File: config.mk
export PLATFORM = sky130hd
export DESIGN_NAME = sipo_collector
export DESIGN_NICKNAME = d
export VERILOG_FILES = /design/src/rtl/sipo_collector.sv
export SDC_FILE = /design/constraint.sdc
export NUM_CORES = 1
export LEC_CHECK = 0
export CAP_MARGIN = 20
export CORE_MARGIN = 2
export CORE_UTILIZATION = 40
export CTS_CLUSTER_SIZE = 8
export DETAILED_ROUTE_END_ITERATION = 8
export MAX_ROUTING_LAYER = met4
export PLACE_DENSITY = 0.72
export SLEW_MARGIN = 20
export SYNTH_ARGS = -nofsm -noshare
export SYNTH_HDL_FRONTEND = slang
export SYNTH_SLANG_ARGS = --single-unit
File: constraint.sdc
create_clock -name clk -period 2.65 [get_ports clk]
set_clock_uncertainty 0.05 [all_clocks]
set_input_delay 0.3975 -clock clk [delete_from_list [all_inputs] [get_ports clk]]
set_output_delay 0.3975 -clock clk [all_outputs]
set_load 0.01 [all_outputs]
File: src/rtl/sipo_collector.sv
// Serial-in, parallel-out collector: assembles LSB-first words from an enable-gated
// bit stream and presents them through a valid/ready holding register with a sticky overrun flag.
module sipo_collector #(
  parameter int WIDTH = 4
) (
  input  logic             clk,
  input  logic             rst,
  input  logic             enable,
  input  logic             din,
  input  logic             ready,
  input  logic             clr_ovr,
  output logic [WIDTH-1:0] data,
  output logic             valid,
  output logic             busy,
  output logic             overrun
);

  localparam int CW = $clog2(WIDTH);
  localparam logic [CW-1:0] LAST = CW'(WIDTH - 1);

  typedef enum logic {
    IDLE    = 1'b0,
    COLLECT = 1'b1
  } state_t;

  state_t           state_q, state_d;
  logic [CW-1:0]    cnt_q, cnt_d;
  logic [WIDTH-1:0] shift_q, shift_d;
  logic [WIDTH-1:0] data_q, data_d;
  logic             valid_q, valid_d;
  logic             busy_q, busy_d;
  logic             overrun_q, overrun_d;
  logic             complete_s;

  // Bit collection: new bit enters at the MSB so the first bit ends in bit 0.
  always_comb begin
    state_d    = state_q;
    cnt_d      = cnt_q;
    shift_d    = shift_q;
    complete_s = 1'b0;
    if (enable) begin
      shift_d = {din, {(WIDTH-1){1'b0}}} | (shift_q >> 1'b1);
      if (cnt_q == LAST) begin
        cnt_d      = {CW{1'b0}};
        state_d    = IDLE;
        complete_s = 1'b1;
      end else begin
        cnt_d   = cnt_q + CW'(1'b1);
        state_d = COLLECT;
      end
    end else begin
      state_d = state_q;
    end
    case (state_d)
      IDLE:    busy_d = 1'b0;
      COLLECT: busy_d = 1'b1;
      default: busy_d = 1'b0;
    endcase
  end

  // Holding register handshake; an unconsumed word blocks new ones, which are dropped.
  always_comb begin
    data_d    = data_q;
    valid_d   = valid_q;
    overrun_d = overrun_q;
    if (complete_s) begin
      if (!valid_q || ready) begin
        data_d  = shift_d;
        valid_d = 1'b1;
      end else begin
        overrun_d = 1'b1;
      end
    end else if (valid_q && ready) begin
      valid_d = 1'b0;
    end else begin
      valid_d = valid_q;
    end
    // A new drop outranks a simultaneous clear.
    if (clr_ovr && !(complete_s && valid_q && !ready)) begin
      overrun_d = 1'b0;
    end else begin
      overrun_d = overrun_d;
    end
  end

  // State and output registers, cleared asynchronously.
  always_ff @(posedge clk or posedge rst) begin
    if (rst) begin
      state_q   <= IDLE;
      cnt_q     <= {CW{1'b0}};
      shift_q   <= {WIDTH{1'b0}};
      data_q    <= {WIDTH{1'b0}};
      valid_q   <= 1'b0;
      busy_q    <= 1'b0;
      overrun_q <= 1'b0;
    end else begin
      state_q   <= state_d;
      cnt_q     <= cnt_d;
      shift_q   <= shift_d;
      data_q    <= data_d;
      valid_q   <= valid_d;
      busy_q    <= busy_d;
      overrun_q <= overrun_d;
    end
  end

  assign data    = data_q;
  assign valid   = valid_q;
  assign busy    = busy_q;
  assign overrun = overrun_q;

endmodule

==> results of run 1 <==
## per-layer routing
metal	routed length, um	up-vias	share of wire (%)
met4	8	0	1.0
met1	347	143	44
met2	357	11	45
met5	0	-	0
li1	-	149	-
met3	79	2	10
## worst max-delay path by stage
stage / endpoint / cells after the start
floorplan: data[0] / 4
global placement: data[2] / 4
detailed placement: data[2] / 4
CTS: data[2] / 4
global route: data[1] / 4
finish: data[2] / 4
## power breakdown
part           total, mW  switching [mW]  internal [mW]
Sequential         0.296          0.0338          0.263
Clock              0.113          0.0551         0.0582
Combinational      0.241          0.0800          0.161
## flip-flops by register name, summed over array words and instances, names as in the netlist
signal and cells:
shift_q 4, valid 1, cnt_q 2, overrun 1, data 4, busy 1
## cell type report
cell class,instances,area [sq um],area share (%)
Clock buffer,4,26.3,3.74
Timing Repair Buffer,12,120,17.1
Multi-Input combinational cell,18,200,28.5
Tap cell,15,18.8,2.67
Sequential cell,13,325,46.3
Inverter,3,11.3,1.60
## layout by cell type, fill, tap and decap left out, drive strengths merged
cell type / n
dfrtp: 13
clkdlybuf4s50: 12
mux2: 9
clkbuf: 4
inv: 3
nand2: 2
or2b: 1
mux2i: 1
nand2b: 1
nor2b: 1
o22ai: 1
o21ai: 1
ha: 1
## kinds of logic after synthesis
| family | synth area share, % |
|---|---|
| DFF | 59.4 |
| buffers and inverters | 4.11 |
| muxes | 25.8 |
| and+or+nand+nor | 6.39 |
| AOI/OAI and AO/OA | 2.05 |
| adders and majority gates | 2.28 |
==> metrics.csv, run 1 <==
metric,value,unit
outcome,"finished, final reports clean",
Pwr Total,0.651,mW
DRT antenna net count,0,
YS warnings,0,
Setup-failing EPs final,0,
Routed WL per cell,12.2,um
die height,41.0,um
antenna fix cells,0,
hold buffer count at CTS,0,
CTS Root Cell,clkbuf_4,
Total Wirelength,792,um
width of the die,41.0,um
Synth Area per Inst,15.7,sq um
grt ovf,0,
max cap viols,0,
PwrDens,927,mW/mm^2
setup ws final,889,ps
setup TNS,0,ps
top-area cell type share of the netlist area,59.4,%
Num CTS Buffers,3,
Pins Over Slew Limit,0,
RSZ-0062 raised after global routing,false,
leakage power,0.334,nW
maximum vdd drop,0.380,mV
worst slew pin tran,466,ps
Worst R2R Path Depth,4,
vias in the first global route,299,
largest net degree at the start of global routing,14,
"Period Utilization, post-route",66.5,%
Core Area,0.00128,sq mm
Critical Path RT,2750,ps
Worst EP arrival,1860,ps
DRC,0,
non-filler cells in the finished layout,65,
Iteration-0 DRC Markers,2,
Reg2Reg Setup Slack,1290,ps
synthesized area,548,sq um
pre-CTS setup slack,595,ps
Critical path origin,enable,
synthesized net count,42,
Placed Instances,61,
reg-to-reg startpoint,cnt_q[0],
Via Count,305,
most common cell in the netlist,dfrtp_1,
initial antenna violation count,0,
post-CTS setup buffers,0,
Crit Path Max Fanout,9,
CP max-delay cell,clkdlybuf4s50_1,
final hold vios,0,
clock latency on the worst-skew pair,260,ps
first-pass GRT wire length,1170,um
CTS tree,yes,
Post-synth EDFFs,0,
Cell Rows,13,
GRT met2 Usage,15.2,%
commonest cells in the netlist,"dfrtp_1 (13), mux2_4 (8), inv_1 (3)",
Max H-tree Level,1,
Area Growth Syn to Fin,28.1,%
cell area after layout,702,sq um
layout cells sized above 1,26.0,%
crit-path leading delay family,buffers and inverters,
Fillers,113,
# clock sinks,13,
Total GRT Usage,11.8,%
ys async rst share,100,%
initial core utilization,42.6,%
Yosys reg bits,13,
worst hold path class,in -> async,
DIE AREA,0.00168,sq mm
worst hold slack,397,ps
"Seq/Total Area, Yosys",59.4,%
IO buf count,12,
Post-CTS Resized,0,
via/cell ratio,4.69,
DP Area,676,sq um
synth unique cells,13,
RD Place Congestion,0.808,
IO Pins,13,
most used flip-flop cell after synthesis,dfrtp_1,
WS Path Type,in -> reg,
leading post-synthesis cells by cell area,"dfrtp_1 (59%), mux2_4 (22%), nor2b_4 (2.5%)",
RR Endpoint,data[2],
Bufs on Longest Clock Path,2,
met1 Use GR,13.7,%
"Core Util, Final",54.6,%
critical-path cell list,clkdlybuf4s50_1 > nand2_1 > nor2b_4 > mux2_4,
Startpoint Class,input pin,
critical path endpoint category,flip-flop,
Nets,58,
Gate Count Post-Synth,35,
met3 Use GR,4.89,%
GRT busiest layer,met2,
"CTS clk-pin slew, worst paths",70,ps
post-synth top area cell,dfrtp_1,
Bufs and invs on worst path,1,
fmax,568,MHz
Worst slew margin,68.9,%
critical path's largest stage delay,720,ps
fin crit period,1760,ps
number of detailed-route iterations in the first pass,2,
Note: power is estimated with default switching activity, not from simulation.
==> run 2: changes to the inputs <==
==> constraint.sdc (replaced) <==
create_clock -name clk -period 1.8 [get_ports clk]
set_clock_uncertainty 0.05 [all_clocks]
set_input_delay 0.27 -clock clk [delete_from_list [all_inputs] [get_ports clk]]
set_output_delay 0.27 -clock clk [all_outputs]
set_load 0.01 [all_outputs]
==> metrics.csv, run 2 (synthesized netlist as in run 1, its figures left out) <==
metric,value,unit,change
Post-CTS Resized,0,,unchanged
Num CTS Buffers,3,,unchanged
CTS Root Cell,clkbuf_4,,
CP max-delay cell,clkdlybuf4s50_1,,
largest net degree at the start of global routing,14,,unchanged
Via Count,329,,+7.9%
final hold vios,0,,unchanged
Total GRT Usage,15.7,%,+3.9 points
DP Area,696,sq um,+3.0%
Startpoint Class,flip-flop,,
IO buf count,12,,unchanged
Reg2Reg Setup Slack,400,ps,-890 ps
Area Growth Syn to Fin,31.7,%,
Total Wirelength,949,um,+20%
leakage power,0.343,nW,+2.8%
grt ovf,0,,unchanged
CTS tree,yes,,
RSZ-0062 raised after global routing,false,,
Routed WL per cell,14.4,um,+18%
Worst R2R Path Depth,4,,unchanged
IO Pins,13,,unchanged
Pwr Total,0.995,mW,+53%
critical path endpoint category,output port,,
initial core utilization,42.6,%,unchanged
DIE AREA,0.00168,sq mm,unchanged
vias in the first global route,329,,+10%
critical-path cell list,clkdlybuf4s50_1,,
PwrDens,1380,mW/mm^2,+49%
WS Path Type,reg -> out,,
Bufs on Longest Clock Path,2,,unchanged
setup TNS,0,ps,unchanged
fin crit period,1490,ps,
# clock sinks,13,,unchanged
max cap viols,0,,unchanged
first-pass GRT wire length,1430,um,+22%
die height,41.0,um,unchanged
worst slew pin tran,462,ps,-4.04 ps
layout cells sized above 1,27.5,%,+1.5 points
"Period Utilization, post-route",82.8,%,
post-CTS setup buffers,0,,unchanged
via/cell ratio,4.98,,+6.2%
Stages on worst setup path,1,,-3
width of the die,41.0,um,unchanged
critical path's largest stage delay,540,ps,-180 ps
reg-to-reg startpoint,cnt_q[0],,
Crit Path Max Fanout,2,,-7
RD Place Congestion,0.718,,-11%
Iteration-0 DRC Markers,4,,+2
Critical Path RT,1480,ps,-1270 ps
Setup-failing EPs final,0,,unchanged
outcome,"finished, final reports clean",,
Critical path origin,data[3],,
RR Endpoint,data[1],,
clock latency on the worst-skew pair,280,ps,+20 ps
antenna fix cells,0,,unchanged
Cell Rows,13,,unchanged
hold buffer count at CTS,0,,unchanged
number of detailed-route iterations in the first pass,4,,+2
Placed Instances,62,,+1.6%
DRT antenna net count,0,,unchanged
Nets,59,,+1.7%
"CTS clk-pin slew, worst paths",80,ps,about the same
Bufs and invs on worst path,1,,unchanged
worst hold slack,263,ps,-134 ps
most frequent cells in the layout,"dfrtp_1 (13), clkdlybuf4s50_1 (12), mux2_4 (8)",,
worst hold path class,in -> async,,
Worst EP arrival,1170,ps,-690 ps
DP Wirelength,734,um,
DRC,0,,unchanged
Max H-tree Level,1,,unchanged
initial antenna violation count,0,,unchanged
non-filler cells in the finished layout,66,,+1.5%
Worst slew margin,69.2,%,+0.27 points
cell area after layout,722,sq um,+2.9%
maximum vdd drop,0.637,mV,+68%
Critical path destination,data[3],,
Pins Over Slew Limit,0,,unchanged
"most common cell after layout, fill and taps aside",dfrtp_1,,
fmax,671,MHz,
crit-path leading delay family,buffers and inverters,,
Core Area,0.00128,sq mm,unchanged
-- run 2: through the flow --
step           util, %  setup slack [ps]
2_1_floorplan        -               531
3_3_place_gp      54.1               146
3_5_place_dp      54.1               113
4_1_cts           56.2               290
5_1_grt           56.2               251
6_report          56.2               310
-- run 2: routing by layer --
metal	wire, um	track usage, %
met1	387	14.6
met2	463	23.8
met3	71	7.07
met4	27	14.2
met5	0	-
-- run 2: power breakdown --
part | internal (mW) | total, mW | switching (mW)
registers | 0.387 | 0.442 | 0.0558
clock network | 0.0860 | 0.178 | 0.0924
logic | 0.246 | 0.375 | 0.128
-- run 2: layout make-up --
| type | instances | area, sq um |
|---|---|---|
| sequential | 13 | 325 |
| inverter | 3 | 11.3 |
| multi-input combinational | 18 | 200 |
| clock buffer | 4 | 26.3 |
| timing repair buffer | 13 | 140 |
| fill | 106 | 563 |
| tap | 15 | 18.8 |
-- run 2: worst min-delay path by stage --
stage	cells past startpoint	start	to
floorplan	1	rst	busy
global placement	1	cnt_q[0]	cnt_q[0]
detailed placement	1	cnt_q[0]	cnt_q[0]
CTS	2	rst	overrun
global route	2	rst	overrun
finish	2	rst	overrun
